File: config.mk
export PLATFORM = sky130hd
export DESIGN_NAME = pc_ras
export DESIGN_NICKNAME = d
export VERILOG_FILES = /design/src/rtl/pc_ras.sv
export SDC_FILE = /design/constraint.sdc
export NUM_CORES = 1
export LEC_CHECK = 0
export BUFFER_PORTS_ARGS = -buffer_cell sky130_fd_sc_hd__buf_2
export CORE_ASPECT_RATIO = 2
export CORE_UTILIZATION = 50
export DETAILED_ROUTE_END_ITERATION = 10
export PLACE_DENSITY = 0.65
export SLEW_MARGIN = 10
export SYNTH_ARGS = -nofsm -noshare
export SYNTH_HDL_FRONTEND = slang
export SYNTH_SLANG_ARGS = --single-unit
export TNS_END_PERCENT = 5
File: constraint.sdc
create_clock -name clk -period 8 [get_ports clk]
set_input_delay 0.8 -clock clk [delete_from_list [all_inputs] [get_ports clk]]
set_output_delay 0.8 -clock clk [all_outputs]
set_load 0.005 [all_outputs]
File: src/rtl/pc_ras.sv
// Instruction-fetch program counter with call/return support backed by a circular
// return-address stack, plus a flush countdown that pulses jump_finish after redirects.
module pc_ras #(
    parameter int unsigned     W            = 32,
    parameter int unsigned     STEP         = 1,
    parameter logic [W-1:0]    RESET_VECTOR = '0,
    parameter int unsigned     DEPTH        = 8,
    parameter int unsigned     FLUSH_DELAY  = 1
) (
    input  logic                       clk,
    input  logic                       rst,
    input  logic                       pc_valid,
    input  logic [2:0]                 pc_mode,
    input  logic [W-1:0]               pc_data,
    output logic [W-1:0]               pc_out,
    output logic                       jump_finish,
    output logic                       flush_busy,
    output logic [$clog2(DEPTH+1)-1:0] ras_count,
    output logic                       ras_overflow,
    output logic                       ras_underflow
);
    localparam int CNT_W = $clog2(DEPTH + 1);
    localparam int PTR_W = $clog2(DEPTH);
    localparam int FLW   = $clog2(FLUSH_DELAY + 1);

    localparam logic [2:0] MODE_INC = 3'd0;
    localparam logic [2:0] MODE_ABS = 3'd1;
    localparam logic [2:0] MODE_REL = 3'd2;
    localparam logic [2:0] MODE_CALL = 3'd3;
    localparam logic [2:0] MODE_RET = 3'd4;

    logic [W-1:0]     ras_mem [DEPTH];
    logic [W-1:0]     pc_q, pc_d;
    logic [PTR_W-1:0] ptr_q, ptr_d;
    logic [CNT_W-1:0] count_q, count_d;
    logic [FLW-1:0]   flush_cnt_q, flush_cnt_d;
    logic             jump_finish_q, jump_finish_d;
    logic             flush_busy_q, flush_busy_d;
    logic             ovf_q, ovf_d;
    logic             unf_q, unf_d;

    logic [W-1:0]     link;
    logic [PTR_W-1:0] top_idx, next_idx;
    logic             push, redirect;

    assign link     = pc_q + W'(STEP);
    assign top_idx  = (ptr_q == '0) ? PTR_W'(DEPTH - 1) : ptr_q - 1'b1;
    assign next_idx = (ptr_q == PTR_W'(DEPTH - 1)) ? '0 : ptr_q + 1'b1;

    always_comb begin
        pc_d          = pc_q;
        ptr_d         = ptr_q;
        count_d       = count_q;
        ovf_d         = ovf_q;
        unf_d         = unf_q;
        push          = 1'b0;
        redirect      = 1'b0;
        flush_cnt_d   = flush_cnt_q;
        jump_finish_d = 1'b0;
        flush_busy_d  = flush_busy_q;

        if (pc_valid) begin
            case (pc_mode)
                MODE_INC: pc_d = link;
                MODE_ABS: begin
                    pc_d     = pc_data;
                    redirect = 1'b1;
                end
                MODE_REL: begin
                    // Two's-complement add wraps identically to unsigned add at W bits.
                    pc_d     = pc_q + pc_data;
                    redirect = 1'b1;
                end
                MODE_CALL: begin
                    pc_d     = pc_data;
                    push     = 1'b1;
                    redirect = 1'b1;
                    ptr_d    = next_idx;
                    if (count_q == CNT_W'(DEPTH)) ovf_d = 1'b1;
                    else                          count_d = count_q + 1'b1;
                end
                MODE_RET: begin
                    if (count_q != '0) begin
                        pc_d     = ras_mem[top_idx];
                        ptr_d    = top_idx;
                        count_d  = count_q - 1'b1;
                        redirect = 1'b1;
                    end else begin
                        pc_d  = link;
                        unf_d = 1'b1;
                    end
                end
                default: ;
            endcase
        end

        // A new redirect supersedes any pending countdown, even on its expiry edge.
        if (redirect) begin
            flush_cnt_d  = FLW'(FLUSH_DELAY);
            flush_busy_d = 1'b1;
        end else if (flush_cnt_q != '0) begin
            flush_cnt_d = flush_cnt_q - 1'b1;
            if (flush_cnt_q == FLW'(1)) begin
                jump_finish_d = 1'b1;
                flush_busy_d  = 1'b0;
            end
        end
    end

    always_ff @(posedge clk) begin
        if (rst) begin
            pc_q          <= RESET_VECTOR;
            ptr_q         <= '0;
            count_q       <= '0;
            ovf_q         <= 1'b0;
            unf_q         <= 1'b0;
            flush_cnt_q   <= '0;
            jump_finish_q <= 1'b0;
            flush_busy_q  <= 1'b0;
        end else begin
            pc_q          <= pc_d;
            ptr_q         <= ptr_d;
            count_q       <= count_d;
            ovf_q         <= ovf_d;
            unf_q         <= unf_d;
            flush_cnt_q   <= flush_cnt_d;
            jump_finish_q <= jump_finish_d;
            flush_busy_q  <= flush_busy_d;
        end
    end

    always_ff @(posedge clk) begin
        if (!rst && push) ras_mem[ptr_q] <= link;
    end

    assign pc_out        = pc_q;
    assign jump_finish   = jump_finish_q;
    assign flush_busy    = flush_busy_q;
    assign ras_count     = count_q;
    assign ras_overflow  = ovf_q;
    assign ras_underflow = unf_q;
endmodule

Yosys cells after proc, flatten, opt, wreduce, memory -nomap -nowiden
Memories as Yosys holds them, arrays and structs flattened.
Index checks and enable logic that the tools add are counted.

word-level totals
  bits in writable memories = 256
  memories kept = 1
  bits in registers = 44
  logic and storage cells = 62
  output and inout port bits = 40
  bits of input ports = 38

memory list
  name     words  bits a word  read ports  clocked after Yosys merged registers in  wr ports  line  source
  ras_mem  8      32           1           0                                        1         32    logic [W-1:0] ras_mem [DEPTH];

operators by class
  muxes and demuxes = 21
  reductions and logical operators = 16
  bitwise operators = 1
  equality and inequality tests = 8
  add/subtract/negate cells = 7

operators with widths
  operator               number
  $pmux 32 s4            1
  $add 32x1->32 const B  1
  $add 32x32->32         1
  $mux 32                1
  $mux 1                 11
  $mux 3                 3
  $reduce_and 3->1       3
  $mux 4                 2
  $pmux 4 s2             1
  $reduce_bool 4->1      2
  $eq 3x2->1 const B     2
  $eq 3x3->1 const B     2
  $logic_not 3->1        2
  $pmux 3 s2             1
  $add 4x1->4 const B    1
  $eq 4x4->1 const B     1
  $ne 2x2->1 const B     2
  $reduce_and 4->1       1
  $reduce_bool 2->1      2
  $reduce_or 2->1        2
  $sub 4x1->4 const B    1
  $add 3x1->3 const B    1
  $eq 3x1->1 const B     1
  $reduce_or 3->1        1
  7 further kinds        7

Logic depth before layout (Yosys ltp)
  depth after elaboration = 6
  gate-level depth with buffers = 12
  mapped depth without buffers = 11

Worst setup path before layout
Ideal clock, no wire load.

  kind = input to register
  from = in pc_mode[0]
  to = mem ras_mem[1][0], enable pin
  path buffers = 0
  slack = 3.833 ns
  required time = 7.539 ns
  setup time = 0.461 ns
  arrival = 3.706 ns
  stages = 5
  path through = nor2b_1 > and2_1 > nor2b_1 > nand2_1 > nor3_1

on the way
  cells in the longest elaborated chain, start to end = 6

ends and longest elaborated chain
  element                       line  source
  start: declaration            13    input logic [2:0] pc_mode,
  $eq 3x2->1                    63    case (pc_mode)
  $mux 1                        63
  $mux 1                        62    if (pc_valid) begin
  $logic_and 1x1->1             133   if (!rst && push) ras_mem[ptr_q] <= link;
  $mux 1                        133
  $mux 1 (implied by the code)  133
  end: declaration              32

No other way between the ends.

Worst setup path after layout
  from = reg ptr_q[1]
  to = reg pc_q[29] (netlist: pc_out[29])

on the way
  cells in the longest elaborated chain, start to end = 5
  elaborated cells on any way between the ends = 6
  those cells by class = add/sub (1); mux (3); reduce/logical (1); memory (1)

ends and longest elaborated chain
  element                                                line  source
  start: declaration                                     34    logic [PTR_W-1:0] ptr_q, ptr_d;
  start signal: assignment                               122   ptr_q <= ptr_d;
  $sub 3x1->3 / $logic_not 3->1 (equally long branches)  47    assign top_idx = (ptr_q == '0) ? PTR_W'(DEPTH - 1) : ptr_q - 1'b1;
  $mux 3 (*)                                             47
  $mem_v2 8x32 (*)                                       n/a
  $mux 32 (*)                                            83    if (count_q != '0) begin
  $pmux 32 s4 (*)                                        63
  end signal: assignment                                 121   pc_q <= pc_d;
  end: declaration                                       33    logic [W-1:0] pc_q, pc_d;

Every way passes the cells marked *; elsewhere a longest branch is shown, timed or not.
A chain may end at the register's enable or synchronous reset.

==> flow_summary.yaml <==
floorplan:
  core_area_um2: 28100
  row_count: 87
  die_area_um2: 29200
  ios: 78
  die_w_um: 121
  start_util_pct: 50.8
  die_height_um: 241
logic_synthesis:
  synth_top_family_by_area: "multiplexers"
  synth_fp_nets: 1115
  syn_inst: 1037
  yosysWarnings: 0
  ys_ff_latch: 300
  synth_ff_type: "edfxtp_1"
  syn_area_um2: 14300
  synth_cell_types: 59
  ys_async_sr_fraction_pct: 0
  yosysSeqAreaShare_pct: 60.1
  synth_simple_gate_area_share_pct: 7.25
  synth_edf_count: 256
  synth.mux.area_fraction_pct: 12.5
  synth_compound_area_share_pct: 10.8
  syn_area_per_cell_um2: 13.8
  synth_fa_ha_area_share_pct: 3.61
  synthXorXnorAreaFrac_pct: 3.75
cts:
  post_cts_resized: 0
  postCtsSetupBuffers: 0
  cts_tree: "done"
  clock_latency_ns: 0.56
  hold_buffers: 0
  cts-root-buf: "clkbuf_16"
  htreeDepth: 1
  clk_pin_slew_ns: 0.07
  clkSinkCount: 300
  clockBufferDepth: 3
  cts_made_buffers: 26
critical_path:
  crit_chain: "inv_1 > ha_4 > ha_2 > nor2b_4 > buf_4 > mux4_2 > mux2i_1 > o21ai_0 > nor2_1 > nor2_1 > o221ai_1 > or3b_1"
  crit_type: "flop to flop"
  crit_path_top_delay_cell: "mux4_2"
  cp_num_cells: 12
  critical_path_arrival_ns: 3.93
  startpoint: "ptr_q[1]"
  reg2reg_to: "pc_out[29]"
  r2r_start: "ptr_q[1]"
  path_common_cell: "nor2_1"
  cpLargestDelayFamily: "multiplexers"
  end_kind: "flop"
  worstPathMaxFanout: 36
  cp-start-kind: "flop"
  cpPeakStageDelay_ns: 0.60
  path_buf_inv: 2
  endpoint: "pc_out[29]"
  rrSetupSlack_ns: 4.50
  crit_required_ns: 8.43
  worstRegToRegCells: 12
placed_design:
  numPortBuffers: 77
  dp_hpwl_um: 25400
  place_area_um2: 15100
  dpl.cell_count: 1431
  gp_congestion: 0.939
global_route:
  grt_pass1_vias: 9398
  grt_pass1_wl_um: 58000
  grt_max_degree: 66
  grt_use_total_pct: 27.5
  antenna_found_initial: 0
  gr-total-overflow: 0
routing:
  drtAntennaViolNets: 0
  drt_pre_antenna_iters: 7
  drt_iter0_markers: 818
  drc: 0
  dr_total_vias: 9468
  avgViaCountPerCell: 6.40
  routed_wl_um: 39100
  wl_per_cell_um: 26.4
min_path:
  hp-class: "flop to flop"
timing:
  hold_viol_final: 0
  fin_setup_tns_ns: 0
  finalClockSkew_ns: 0.0251
  tightest_slew_ns: 1.03
  setup_viol: 0
  final.min_clock_period_ns: 3.50
  max_freq_mhz: 286
  timing.final.max_slew_violations: 0
  rsz0062_at_grt: "no"
  slew_headroom_pct: 31.6
  final_min_period_over_clock_period_pct: 43.8
finish:
  areaGrowthSynthToFinish_pct: 12.6
  layout-drive-gt1-share_pct: 20.1
  finalNonFillerCells: 1479
  n_antenna_cell: 0
  fin_nets: 1181
  final_area_um2: 16100
outcome:
  status: "finished clean"
pwr:
  cellPowerDensity_nw_per_um2: 224
  p_leak_nw: 5.52
  ir_worst_vdd_uv: 192
  design_power_total_mw: 3.60
run:
  maxCapViolations: 0
-- how the worst min path moves through the flow --
stage	startpoint	end	slack (ns)	cells after the start
floorplan	flush_busy	flush_busy	0.45	1
global placement	ras_underflow	ras_underflow	0.45	2
detailed placement	ras_underflow	ras_underflow	0.45	2
CTS	ras_underflow	ras_underflow	0.47	2
global route	ras_underflow	ras_underflow	0.50	2
finish	ras_underflow	ras_underflow	0.46	2
-- report_power, final --
group	total [mW]	internal (mW)	switching [mW]
combinational	0.412	0.155	0.257
clock	1.43	0.847	0.582
sequential	1.76	1.73	0.0344
-- cells in the final DEF, fill, tap and decap left out, drive strengths merged, types with 38 or more instances in the layout --
master / synthesis / layout
xnor2: 47 / 47
nor2: 69 / 69
mux4: 64 / 64
nand2: 51 / 51
edfxtp: 256 / 256
ha: 38 / 38
o21ai: 71 / 71
buf: 12 / 95
dfxtp: 44 / 44
a21oi: 86 / 86
-- registers in the layout, indices dropped and copies added, names as in the netlist --
signal	count
ras_overflow	1
jump_finish	1
ras_mem	256
flush_cnt_q	1
flush_busy	1
ras_underflow	1
ras_count	4
pc_out	32
ptr_q	3
-- Yosys cell counts, drive strengths merged (3+ instances only) --
master,instances,area (µm²)
edfxtp,256,7690
a21oi,86,430
o21ai,71,355
nor2,69,259
mux4,64,1440
nand2,51,191
xnor2,47,412
clkbuf,45,169
dfxtp,44,881
ha,38,475
mux2i,29,290
a221oi,21,184
inv,20,75.1
nor3,19,100
nand3,17,85.1
nand4,17,106
xor2,14,123
a21o,13,97.6
buf,12,53.8
and3,10,62.6
a211oi,9,67.6
and4,6,52.6
o21a,6,45.0
a31oi,5,31.3
and2,5,31.3
nor2b,5,31.3
o21bai,5,37.5
mux2,4,45.0
nor4,4,25.0
o211ai,4,35.0
o221ai,4,35.0
or3,4,25.0
nand2b,3,18.8
o211a,3,30.0
-- final cells by class --
class / count / area, µm²
fill: 2318 / 12000
sequential: 300 / 8570
multi-input combinational: 660 / 5480
clock buffer: 30 / 687
timing repair buffer: 95 / 520
tap: 356 / 445
clock inverter: 18 / 282
inverter: 20 / 75.1
-- layer usage --
| metal | vias up | GRT usage [%] | wire [µm] |
|---|---|---|---|
| met5 | - | 0 | 0 |
| met4 | 0 | 13.0 | 1850 |
| met3 | 103 | 2.95 | 2300 |
| met2 | 421 | 48.6 | 20500 |
| met1 | 4744 | 33.2 | 14400 |
| li1 | 4200 | - | - |
-- kinds of logic (layout without fill, tap and decap cells) --
| family | Yosys count | in the layout |
|---|---|---|
| flip-flops | 300 | 300 |
| AO/OA/AOI/OAI | 249 | 249 |
| AND/OR/NAND/NOR | 213 | 213 |
| multiplexers | 97 | 97 |
| buffers and inverters | 77 | 163 |
| XOR/XNOR | 61 | 61 |
| adder cells (fa/ha/maj) | 40 | 40 |
-- worst min-delay path, delay by kind of cell (launching register included) --
| family | cells | cell delay (ns) |
|---|---|---|
| AOI/OAI and AO/OA | 1 | 0.04 |
| DFF | 1 | 0.32 |
| and+or+nand+nor | 1 | 0.07 |
-- stage by stage --
step	utilization, %	setup slack, ns	hold slack [ns]
3_5_place_dp	53.7	4.23	0.454
2_1_floorplan	-	3.83	0.451
3_3_place_gp	53.7	4.33	0.451
5_1_grt	57.2	4.17	0.496
6_report	57.2	4.50	0.464
4_1_cts	57.2	4.44	0.472
Note: power is estimated with default switching activity, not from simulation.
